`config.mk`:
```
export PLATFORM = sky130hd
export DESIGN_NAME = bp_resolve_queue_flat
export DESIGN_NICKNAME = d
export VERILOG_FILES = /design/src/rtl/bp_resolve_queue_if.sv /design/src/rtl/bp_resolve_queue.sv /design/src/flat_wrapper.sv
export SDC_FILE = /design/constraint.sdc
export NUM_CORES = 1
export LEC_CHECK = 0
export BUFFER_PORTS_ARGS = -buffer_cell sky130_fd_sc_hd__buf_2
export CAP_MARGIN = 40
export CORE_ASPECT_RATIO = 0.5
export CORE_MARGIN = 2
export CORE_UTILIZATION = 59
export DETAILED_ROUTE_END_ITERATION = 10
export GPL_TIMING_DRIVEN = 1
export PLACE_DENSITY = 0.87
export REMOVE_ABC_BUFFERS = 1
export SLEW_MARGIN = 40
export SYNTH_ARGS = -nofsm -noshare
export SYNTH_HDL_FRONTEND = slang
export SYNTH_SLANG_ARGS = --single-unit
```
`constraint.sdc`:
```
create_clock -name i_clk -period 6.2 [get_ports i_clk]
set_input_delay 0.93 -clock i_clk [delete_from_list [all_inputs] [get_ports i_clk]]
set_output_delay 0.93 -clock i_clk [all_outputs]
set_load 0.03 [all_outputs]
```
`src/rtl/bp_resolve_queue_if.sv`:
```
// Handshake bundle between the branch predictor / execute side and the resolve queue.
// master drives predictions and resolutions; slave is the queue.
interface bp_resolve_queue_if;
  logic pred_valid;
  logic pred_taken;
  logic pred_ready;
  logic res_valid;
  logic res_taken;
  logic update_valid;
  logic update_result;
  logic mispredict;

  modport master (
    output pred_valid, pred_taken, res_valid, res_taken,
    input  pred_ready, update_valid, update_result, mispredict
  );

  modport slave (
    input  pred_valid, pred_taken, res_valid, res_taken,
    output pred_ready, update_valid, update_result, mispredict
  );
endinterface

```
`src/rtl/bp_resolve_queue.sv`:
```
// In-flight branch prediction queue: pops on resolution, flags and flushes on
// mispredict, feeds the outcome back to the predictor, keeps saturating stats.
module bp_resolve_queue #(
  parameter int DEPTH = 4,
  parameter int PTR_W = 2,
  parameter int CNT_W = 16
) (
  input  logic               i_clk,
  input  logic               i_rst,
  bp_resolve_queue_if.slave  bus,
  output logic               o_orphan_err,
  output logic [PTR_W:0]     o_occupancy,
  output logic [CNT_W-1:0]   o_cnt_total,
  output logic [CNT_W-1:0]   o_cnt_miss
);
  localparam logic [PTR_W:0] FULL = DEPTH[PTR_W:0];

  logic [DEPTH-1:0] r_mem;
  logic [PTR_W-1:0] r_rd_ptr, r_wr_ptr;
  logic [PTR_W:0]   r_occ;
  logic             r_upd_vld, r_upd_res, r_misp, r_orphan;
  logic [CNT_W-1:0] r_cnt_total, r_cnt_miss;

  logic             w_push, w_pop, w_empty, w_miss;
  logic [PTR_W-1:0] w_wr_nxt;

  assign w_empty  = (r_occ == '0);
  assign w_push   = bus.pred_valid & (r_occ != FULL);
  assign w_pop    = bus.res_valid & ~w_empty;
  assign w_miss   = w_pop & (r_mem[r_rd_ptr] != bus.res_taken);
  assign w_wr_nxt = w_push ? r_wr_ptr + PTR_W'(1) : r_wr_ptr;

  always_ff @(posedge i_clk) begin
    if (i_rst) begin
      r_mem       <= '0;
      r_rd_ptr    <= '0;
      r_wr_ptr    <= '0;
      r_occ       <= '0;
      r_upd_vld   <= 1'b0;
      r_upd_res   <= 1'b0;
      r_misp      <= 1'b0;
      r_orphan    <= 1'b0;
      r_cnt_total <= '0;
      r_cnt_miss  <= '0;
    end else begin
      if (w_push) r_mem[r_wr_ptr] <= bus.pred_taken;
      r_wr_ptr  <= w_wr_nxt;
      r_upd_vld <= w_pop;
      r_upd_res <= w_pop & bus.res_taken;
      r_misp    <= w_miss;
      r_orphan  <= r_orphan | (bus.res_valid & w_empty);
      // A wrong head invalidates everything younger, including this cycle's push.
      if (w_miss) begin
        r_rd_ptr <= w_wr_nxt;
        r_occ    <= '0;
      end else if (w_pop) begin
        r_rd_ptr <= r_rd_ptr + PTR_W'(1);
        r_occ    <= r_occ + (PTR_W+1)'(w_push) - (PTR_W+1)'(1);
      end else begin
        r_occ    <= r_occ + (PTR_W+1)'(w_push);
      end
      if (w_pop && r_cnt_total != '1) r_cnt_total <= r_cnt_total + CNT_W'(1);
      if (w_miss && r_cnt_miss != '1) r_cnt_miss <= r_cnt_miss + CNT_W'(1);
    end
  end

  assign bus.pred_ready    = (r_occ != FULL);
  assign bus.update_valid  = r_upd_vld;
  assign bus.update_result = r_upd_res;
  assign bus.mispredict    = r_misp;
  assign o_orphan_err      = r_orphan;
  assign o_occupancy       = r_occ;
  assign o_cnt_total       = r_cnt_total;
  assign o_cnt_miss        = r_cnt_miss;
endmodule

```
`src/flat_wrapper.sv`:
```
// flat-port wrapper written by rule: the top's interface ports become plain ports
module bp_resolve_queue_flat 
#(
  parameter int DEPTH = 4,
  parameter int PTR_W = 2,
  parameter int CNT_W = 16
)
  (i_clk, i_rst, o_orphan_err, o_occupancy, o_cnt_total, o_cnt_miss, bus_pred_valid, bus_pred_taken, bus_res_valid, bus_res_taken, bus_pred_ready, bus_update_valid, bus_update_result, bus_mispredict);
  bp_resolve_queue_if bus_i ();
  input  logic i_clk;
  input  logic i_rst;
  output logic o_orphan_err;
  output logic [PTR_W:0] o_occupancy;
  output logic [CNT_W-1:0] o_cnt_total;
  output logic [CNT_W-1:0] o_cnt_miss;
  input wire logic [$bits(bus_i.pred_valid)-1:0] bus_pred_valid;
  input wire logic [$bits(bus_i.pred_taken)-1:0] bus_pred_taken;
  input wire logic [$bits(bus_i.res_valid)-1:0] bus_res_valid;
  input wire logic [$bits(bus_i.res_taken)-1:0] bus_res_taken;
  output wire logic [$bits(bus_i.pred_ready)-1:0] bus_pred_ready;
  output wire logic [$bits(bus_i.update_valid)-1:0] bus_update_valid;
  output wire logic [$bits(bus_i.update_result)-1:0] bus_update_result;
  output wire logic [$bits(bus_i.mispredict)-1:0] bus_mispredict;
  assign bus_i.pred_valid = bus_pred_valid;
  assign bus_i.pred_taken = bus_pred_taken;
  assign bus_i.res_valid = bus_res_valid;
  assign bus_i.res_taken = bus_res_taken;
  assign bus_pred_ready = bus_i.pred_ready;
  assign bus_update_valid = bus_i.update_valid;
  assign bus_update_result = bus_i.update_result;
  assign bus_mispredict = bus_i.mispredict;
  bp_resolve_queue #(.DEPTH(DEPTH), .PTR_W(PTR_W), .CNT_W(CNT_W)) u_core (.i_clk(i_clk), .i_rst(i_rst), .bus(bus_i), .o_orphan_err(o_orphan_err), .o_occupancy(o_occupancy), .o_cnt_total(o_cnt_total), .o_cnt_miss(o_cnt_miss));
endmodule
```
After elaboration in Yosys (flattened, before gate mapping)
Index checks and enable logic that the tools add are counted.
- add/subtract/negate cells: 6
- order comparisons: 3
- equality and inequality tests: 4
- multiplexer cells: 9
- bitwise gates (word level): 7
- reduce and logical (&&, ||, !) cells: 6
- operators by type and width (kind ; number):
    $add 16x1->16 const B ; 2
    $ne 16x16->1 const B ; 2
    $lt 2x3->1 const B ; 2
    $mux 2 ; 3
    $and 1x1->1 ; 5
    $add 2x1->2 const B ; 2
    $bwmux 4 ; 1
    $add 3x1->3 ; 1
    $logic_and 1x1->1 ; 3
    $logic_not 3->1 ; 1
    $mux 3 ; 1
    $ne 3x3->1 const B ; 1
    $sub 3x1->3 const B ; 1
    $bmux 1 s2 ; 1
    $demux 1 s2 ; 1
    $ge 2x1->1 const B ; 1
    $mux 1 ; 2
    $reduce_bool 2->1 ; 1
    $reduce_or 2->1 ; 1
    $ne 1x1->1 ; 1
    $not 1->1 ; 1
    $or 1x1->1 ; 1
- bits in registers: 47
- input port bits: 6
- output and inout port bits: 40
- word-level logic and storage cells: 45

Depth between registers and ports, before layout
Gate-level depths: netlist of the first run.
- depth after elaboration: 5
- gate-level depth with buffers: 10
- depth with buffers taken out: 9

Worst setup path before layout of the first run
Ideal clock, no wire load.
- kind: reg2reg
- from: register u_core.r_occ[2], in the netlist u_core.o_occupancy[2]
- to: register u_core.r_occ[1], in the netlist u_core.o_occupancy[1]
- setup time: 78 ps
- arrival: 2550 ps
- data required time: 6122 ps
- path slack: 3572 ps
- cell stages (with the launch flop): 11
- path buffers: 1
- period minus slack after synthesis: 2628 ps
- path through: dfxtp_1 > or3b_2 > and2_1 > clkbuf_1 > ha_1 > ha_1 > inv_1 > ha_1 > nor2_1 > a21oi_1 > nor3_1
- cells in the longest elaborated chain, start to end: 5
- elaborated cells on any way between the ends: 10
- classes of those cells: add/sub (2); eq/ne (1); mux (1); bitwise (4); reduce/logical (2)
- ends and longest elaborated chain (item ; RTL line ; RTL):
    start: declaration ; bp_resolve_queue.sv:20 ; logic [PTR_W:0] r_occ;
    start signal: assignment ; bp_resolve_queue.sv:58 ; r_occ <= r_occ + (PTR_W+1)'(w_push) - (PTR_W+1)'(1);
    start signal: assignment ; bp_resolve_queue.sv:60 ; r_occ <= r_occ + (PTR_W+1)'(w_push);
    $ne 3x3->1 (*) ; - ;
    named net bus_pred_ready ; flat_wrapper.sv:20 ; output wire logic [$bits(bus_i.pred_ready)-1:0] bus_pred_ready;
    $and 1x1->1 (*) ; bp_resolve_queue.sv:28 ; assign w_push = bus.pred_valid & (r_occ != FULL);
    $add 3x1->3 (*) ; bp_resolve_queue.sv:58, bp_resolve_queue.sv:60 ;
    $sub 3x1->3 ; bp_resolve_queue.sv:58 ;
    $mux 3 (*) ; bp_resolve_queue.sv:56 ; end else if (w_pop) begin
The timed path passes the listed nets; every way through them passes the cells marked *.
A chain may end at the register's enable or synchronous reset.

Worst setup path in the final report of the first run
- from: input bus_res_valid
- to: register u_core.r_cnt_miss[15], in the netlist u_core.o_cnt_miss[15]
- cells in the longest elaborated chain, start to end: 3
- ends and longest elaborated chain (item ; RTL line ; RTL):
    start: declaration ; flat_wrapper.sv:18 ; input wire logic [$bits(bus_i.res_valid)-1:0] bus_res_valid;
    $and 1x1->1 ; bp_resolve_queue.sv:29 ; assign w_pop = bus.res_valid & ~w_empty;
    $and 1x1->1 ; bp_resolve_queue.sv:30 ; assign w_miss = w_pop & (r_mem[r_rd_ptr] != bus.res_taken);
    $logic_and 1x1->1 ; bp_resolve_queue.sv:63 ; if (w_miss && r_cnt_miss != '1) r_cnt_miss <= r_cnt_miss + CNT_W'(1);
    end signal: assignment ; bp_resolve_queue.sv:63 ;
    end: declaration ; bp_resolve_queue.sv:22 ; logic [CNT_W-1:0] r_cnt_total, r_cnt_miss;
No other way between the ends.

==> impl_metrics.yaml, run 1 <==
timing:
  rsz0062_at_grt: "no"
  tns_ps: 0
  period_share: 0.4093
  max_freq_ghz: 0.3941
  drv_slew: 0
  slew_headroom: 0.5246
  fin_skew_ps: 4.432
  period_needed_ps: 2538
  postLayoutSetupSlackWorst_ps: 3662
  hold_ws_ps: 472.6
  tightestPinTransition_ps: 705.4
  finalHoldViolCount: 0
  setup_violations: 0
worst_setup_path:
  criticalPathCategory: "in2reg"
  worst-r2r-setup-slack_ps: 3840
  start_kind: "input pin"
  required_ps: 6400
  cp_max_fo: 8
  worstPathArrival_ps: 2740
  critPathCaptureType: "flip-flop"
power:
  p_leak_nw: 1.074
  peakVddDrop_mv: 0.2121
  seq_power_share: 0.427
  swShare: 0.3543
  power.share.combinational: 0.305
  p_clk_frac: 0.268
  p_int_uw: 549.2
  power.total_uw: 850.6
  power_density_nw_per_um2: 311.4
  switchingPower_uw: 301.4
floorplan:
  io_pins: 46
  fp-row-count: 16
  die-area_sq_um: 4545
  core_sq_um: 3864
  die_h_um: 48.69
  die_w_um: 93.37
  start_util: 0.6098
route:
  drc: 0
  top_layer: "met4"
  ant_nets: 0
  met3_length_um: 330
  met1_length_um: 2287
  vias_per_cell: 5.680
  dr.pass1.iters: 4
  wl_um: 5196
  first_iter_violations: 103
  via_count: 2056
  wl_per_cell_um: 14.35
  wl_met2_um: 2508
placement:
  dp_hpwl_um: 3511
  place_area_sq_um: 2610
  gp_congestion: 0.8128
  portBuffers: 45
  place_ws_ps: 3340
  dp.cells: 354
cts:
  clkLatencyLatePin_ps: 300
  cts_sinks: 47
  root_buffer: "clkbuf_8"
  cts_max_level: 2
  post_cts_buffers: 0
  clk_path_buf_depth: 2
  cts_made_buffers: 5
  clkTransAtPathRegs_ps: 90
  hold_buffers: 0
  cts_tree: "built"
  cts.repair.resized: 0
synth:
  yosys_warnings: 0
  syn_area_per_cell_sq_um: 8.891
  synthArstFlopShare: 0
  synth.most_common_cell: "dfxtp_1"
  yosysUniqueCellTypes: 41
  synth.largest_area_cell: "dfxtp_1"
  synthDominantCellAreaShare: 0.3994
  synthTopCellsByArea: "dfxtp_1, xnor2_1, nor2_1"
  syn-cell-area_sq_um: 2356
  synth-edff-count: 0
  yosys-top-cells-count: "dfxtp_1, nor2_1, xnor2_1"
  seq_area_frac_synth: 0.3994
  ys_ff_latch: 47
  synth_cells: 265
  synth_flop_cell: "dfxtp_1"
grt:
  grt_overflow_total: 0
  grt_pass1_vias: 2009
  antenna_found_initial: 0
  grt_max_degree: 48
  grt.total_usage: 0.2471
  grt_pass1_wl_um: 8997
layout:
  antennaDiodeCount: 0
  nFillCells: 286
  stdcell_count: 362
  nets: 322
  seqCellArea_sq_um: 940.9
  multi_input_area_sq_um: 1338
  design_area_sq_um: 2731
  final_core_util: 0.7069
  layout-area-overhead-vs-synth_pct: 15.93
  drive_above_1_share: 0.2208
run_status:
  outcome: "finished, final reports clean"
worst_hold_path:
  hp-class: "reg2reg"
flow_run:
  drv_cap: 0
==> flip-flops by register name, indices dropped and copies added (netlist names) <==
name,flops
u_core.o_cnt_total,16
u_core.bus.mispredict,1
u_core.bus.update_valid,1
u_core.o_occupancy,3
u_core.bus.update_result,1
u_core.r_rd_ptr,2
u_core.r_wr_ptr,2
u_core.o_orphan_err,1
u_core.o_cnt_miss,16
u_core.r_mem,4
==> cell type report <==
class | count | share of cell area
clock inverter | 3 | 0.01603
timing repair buffer | 47 | 0.08887
inverter | 8 | 0.01099
sequential | 47 | 0.3445
clock buffer | 5 | 0.02519
multi-input combinational | 198 | 0.4897
tap | 54 | 0.02474
==> final timing paths <==
| check | start | end | cells after the start |
|---|---|---|---|
| worst min-delay path | u_core.o_orphan_err | u_core.o_orphan_err | 2 |
| worst max register to register | u_core.o_occupancy[2] | u_core.o_occupancy[1] | 9 |
| worst min register to register | u_core.o_orphan_err | u_core.o_orphan_err | 2 |
| worst max-delay path | bus_res_valid | u_core.o_cnt_miss[15] | 6 |
==> cells in the final DEF (no fill, tap or decap), drive strengths merged, types with 9 or more instances in the layout <==
cell	count
a21oi	10
buf	47
dfxtp	47
ha	9
nand2	17
nand3	11
nor2	41
nor4	11
xnor2	31
==> worst max-delay path, cell delays in order <==
cell	delay, ps
buf_2	110
o31a_1	430
nand4_1	300
nor3_1	340
nor3b_1	270
mux2_2	360
==> cells by family after synthesis <==
| group | Yosys count | synth area share |
|---|---|---|
| AO/OA/AOI/OAI | 30 | 0.09188 |
| XOR/XNOR | 34 | 0.1296 |
| adder cells (fa/ha/maj) | 9 | 0.04780 |
| buffers and inverters | 20 | 0.03558 |
| flip-flops | 47 | 0.3994 |
| multiplexers | 10 | 0.04833 |
| AND/OR/NAND/NOR | 115 | 0.2475 |
==> power groups by stage <==
stage,clock (mW),combinational (mW),sequential (mW)
after floorplan,0,0.150,0.408
after CTS,0.232,0.259,0.363
after global routing,0.243,0.287,0.369
final,0.228,0.259,0.363
after global placement,0,0.247,0.368
after detailed placement,0,0.258,0.370
==> layer usage <==
metal / up-vias / track usage
met5: - / 0
met4: 0 / 0.1005
met3: 6 / 0.06231
met2: 63 / 0.4161
met1: 968 / 0.3050
li1: 1019 / -
(Power assumes the default switching activity.)
==> run 2, diff against run 1 <==
- ABC_AREA: unset -> 1
- CORE_UTILIZATION: 59 -> 56
- PLACE_DENSITY: 0.87 -> 0.82
- clock period: 6.2 -> 2.46 ns (I/O delays scaled with it)
==> run 2 against run 1 <==
  * Setup slack got worse by 3200 ps
  * Synthesized cell count is 48% higher
  * Sequential share of layout area shrank 4.4 points
  * Hold slack lost 160 ps
  * Core utilization decreased by 6.4 points
  * Sequential cell count is the same
  * Power rose by 150%
  * Sequential power rose to 2.5 times the previous value
  * Critical path depth is 3 higher
  * Final cell count grew 40%
  * Routed wire length grew 14%
  * Largest power group unchanged
==> impl_metrics.yaml, run 2 <==
run_status:
  outcome: "finished, final reports clean"
power:
  peakVddDrop_mv: 0.3240
  power_density_nw_per_um2: 672.9
  p_leak_nw: 1.281
  power.total_mw: 2.106
worst_setup_path:
  start_kind: "flip-flop"
  reg2reg_from: "u_core.o_occupancy[2]"
  criticalPathCategory: "reg2reg"
  cp_max_fo: 5
  r2r-end: "u_core.o_occupancy[1]"
  critPathCaptureType: "flip-flop"
  reg2reg_depth: 9
  required_ps: 2700
  worst-r2r-setup-slack_ps: 510
  worstPathArrival_ps: 2190
cts:
  clkTransAtPathRegs_ps: 80
  cts_tree: "built"
  cts_sinks: 47
  post_cts_buffers: 0
  cts_max_level: 2
  clk_path_buf_depth: 2
  cts.repair.resized: 0
  cts_made_buffers: 5
  hold_buffers: 0
  clkLatencyLatePin_ps: 300
  root_buffer: "clkbuf_8"
floorplan:
  start_util: 0.5754
  die_w_um: 104.0
  die-area_sq_um: 5614
  io_pins: 46
  die_h_um: 53.99
  fp-row-count: 18
  core_sq_um: 4865
timing:
  drv_slew: 0
  tns_ps: 0
  period_share: 0.7928
  slew_headroom: 0.6604
  rsz0062_at_grt: "no"
  finalHoldViolCount: 0
  tightestPinTransition_ps: 508.8
  period_needed_ps: 1950
  setup_violations: 0
  max_freq_ghz: 0.5127
  fin_skew_ps: 4.120
worst_hold_path:
  min_path_cells: 3
  hp-class: "in2reg"
  hold_path_end: "u_core.o_orphan_err"
  worstHoldStart: "bus_res_valid"
layout:
  multi_input_area_sq_um: 1612
  layout-area-overhead-vs-synth_pct: 11.80
  antennaDiodeCount: 0
  nFillCells: 480
  nets: 450
  drive_above_1_share: 0.2184
  layout.cells.most_common: "nand2_1"
  final_cell_mix: "nand2_1, dfxtp_1, buf_2, nor2_1, inv_1"
  seqCellArea_sq_um: 940.9
synth:
  yosys-top-cells-count: "nand2_1, dfxtp_1, nor2_1"
  synthDominantCellAreaShare: 0.3362
  seq_area_frac_synth: 0.3362
  syn-cell-area_sq_um: 2799
  synth-edff-count: 0
  synth.most_common_cell: "nand2_1"
  synth_cells: 392
  synth.largest_area_cell: "dfxtp_1"
  syn_area_per_cell_sq_um: 7.140
  yosysUniqueCellTypes: 32
  ys_ff_latch: 47
  synthArstFlopShare: 0
  synthTopCellsByArea: "dfxtp_1, nand2_1, nor2_1"
  yosys_warnings: 0
  synth_flop_cell: "dfxtp_1"
grt:
  grt_max_degree: 30
  grt_overflow_total: 0
  antenna_found_initial: 0
  grt.total_usage: 0.2223
  grt_pass1_wl_um: 10020
  grt_pass1_vias: 2236
route:
  dr.pass1.iters: 4
  first_iter_violations: 72
  vias_per_cell: 5.172
  wl_per_cell_um: 11.78
  via_count: 2612
  ant_nets: 0
  wl_um: 5947
  drc: 0
placement:
  portBuffers: 45
  dp_hpwl_um: 4348
  gp_congestion: 0.8679
flow_run:
  drv_cap: 0
==> run 2: critical path, cell delays in order (launching register included) <==
cell and delay [ps]:
dfxtp_1 380, nand3_1 120, nand2_1 150, inv_1 110
ha_1 190, ha_1 280, inv_1 40, ha_1 270
or2_1 220, a21oi_1 130
==> run 2: how the worst max path moves through the flow <==
stage,end,depth (start not counted),from
2_1_floorplan,u_core.o_occupancy[1],9,u_core.o_occupancy[2]
3_3_place_gp,u_core.o_occupancy[1],9,u_core.o_occupancy[2]
3_5_place_dp,u_core.o_occupancy[1],9,u_core.o_occupancy[2]
4_1_cts,u_core.o_occupancy[1],9,u_core.o_occupancy[2]
5_1_grt,u_core.o_cnt_miss[4],7,u_core.o_cnt_miss[0]
6_report,u_core.o_occupancy[1],9,u_core.o_occupancy[2]
==> run 2: cells by family after synthesis <==
group	Yosys count	synth area share
simple gates	218	0.3795
buf+inv	53	0.08805
flops	47	0.3362
compound gates	46	0.09656
xor+xnor	19	0.05945
fa+ha+maj	9	0.04023
==> run 2: per-stage QoR <==
step	std cells	hold WS (ps)	instance area, sq um	util	setup WS [ps]
floorplan	380	430.1	2706	-	74.55
global placement	498	441.2	3042	0.6253	579.2
detailed placement	498	450.8	3042	0.6253	526.7
CTS	505	310.1	3129	0.6433	503.6
global route	505	348.9	3129	0.6433	345.0
finish	505	315.1	3129	0.6433	509.6
==> run 2: routing by layer <==
metal	vias up	global-route usage	wire length (um)
li1	1343	-	-
met1	1200	0.2889	2929
met2	62	0.3739	2623
met3	7	0.05206	334
met4	0	0.07658	59
met5	-	0	0
==> run 2: area by class of cell <==
cell class / count / share of cell area
Sequential cell: 47 / 0.3007
Inverter: 41 / 0.04918
Timing Repair Buffer: 48 / 0.07917
Tap cell: 70 / 0.02799
Multi-Input combinational cell: 292 / 0.5150
Clock inverter: 1 / 0.001599
Clock buffer: 6 / 0.02639
==> run 2: power by group <==
group	total, mW	internal, mW	switching, mW
logic	0.717	0.216	0.501
clock network	0.478	0.221	0.257
registers	0.911	0.841	0.0698
total	2.11	1.28	0.828
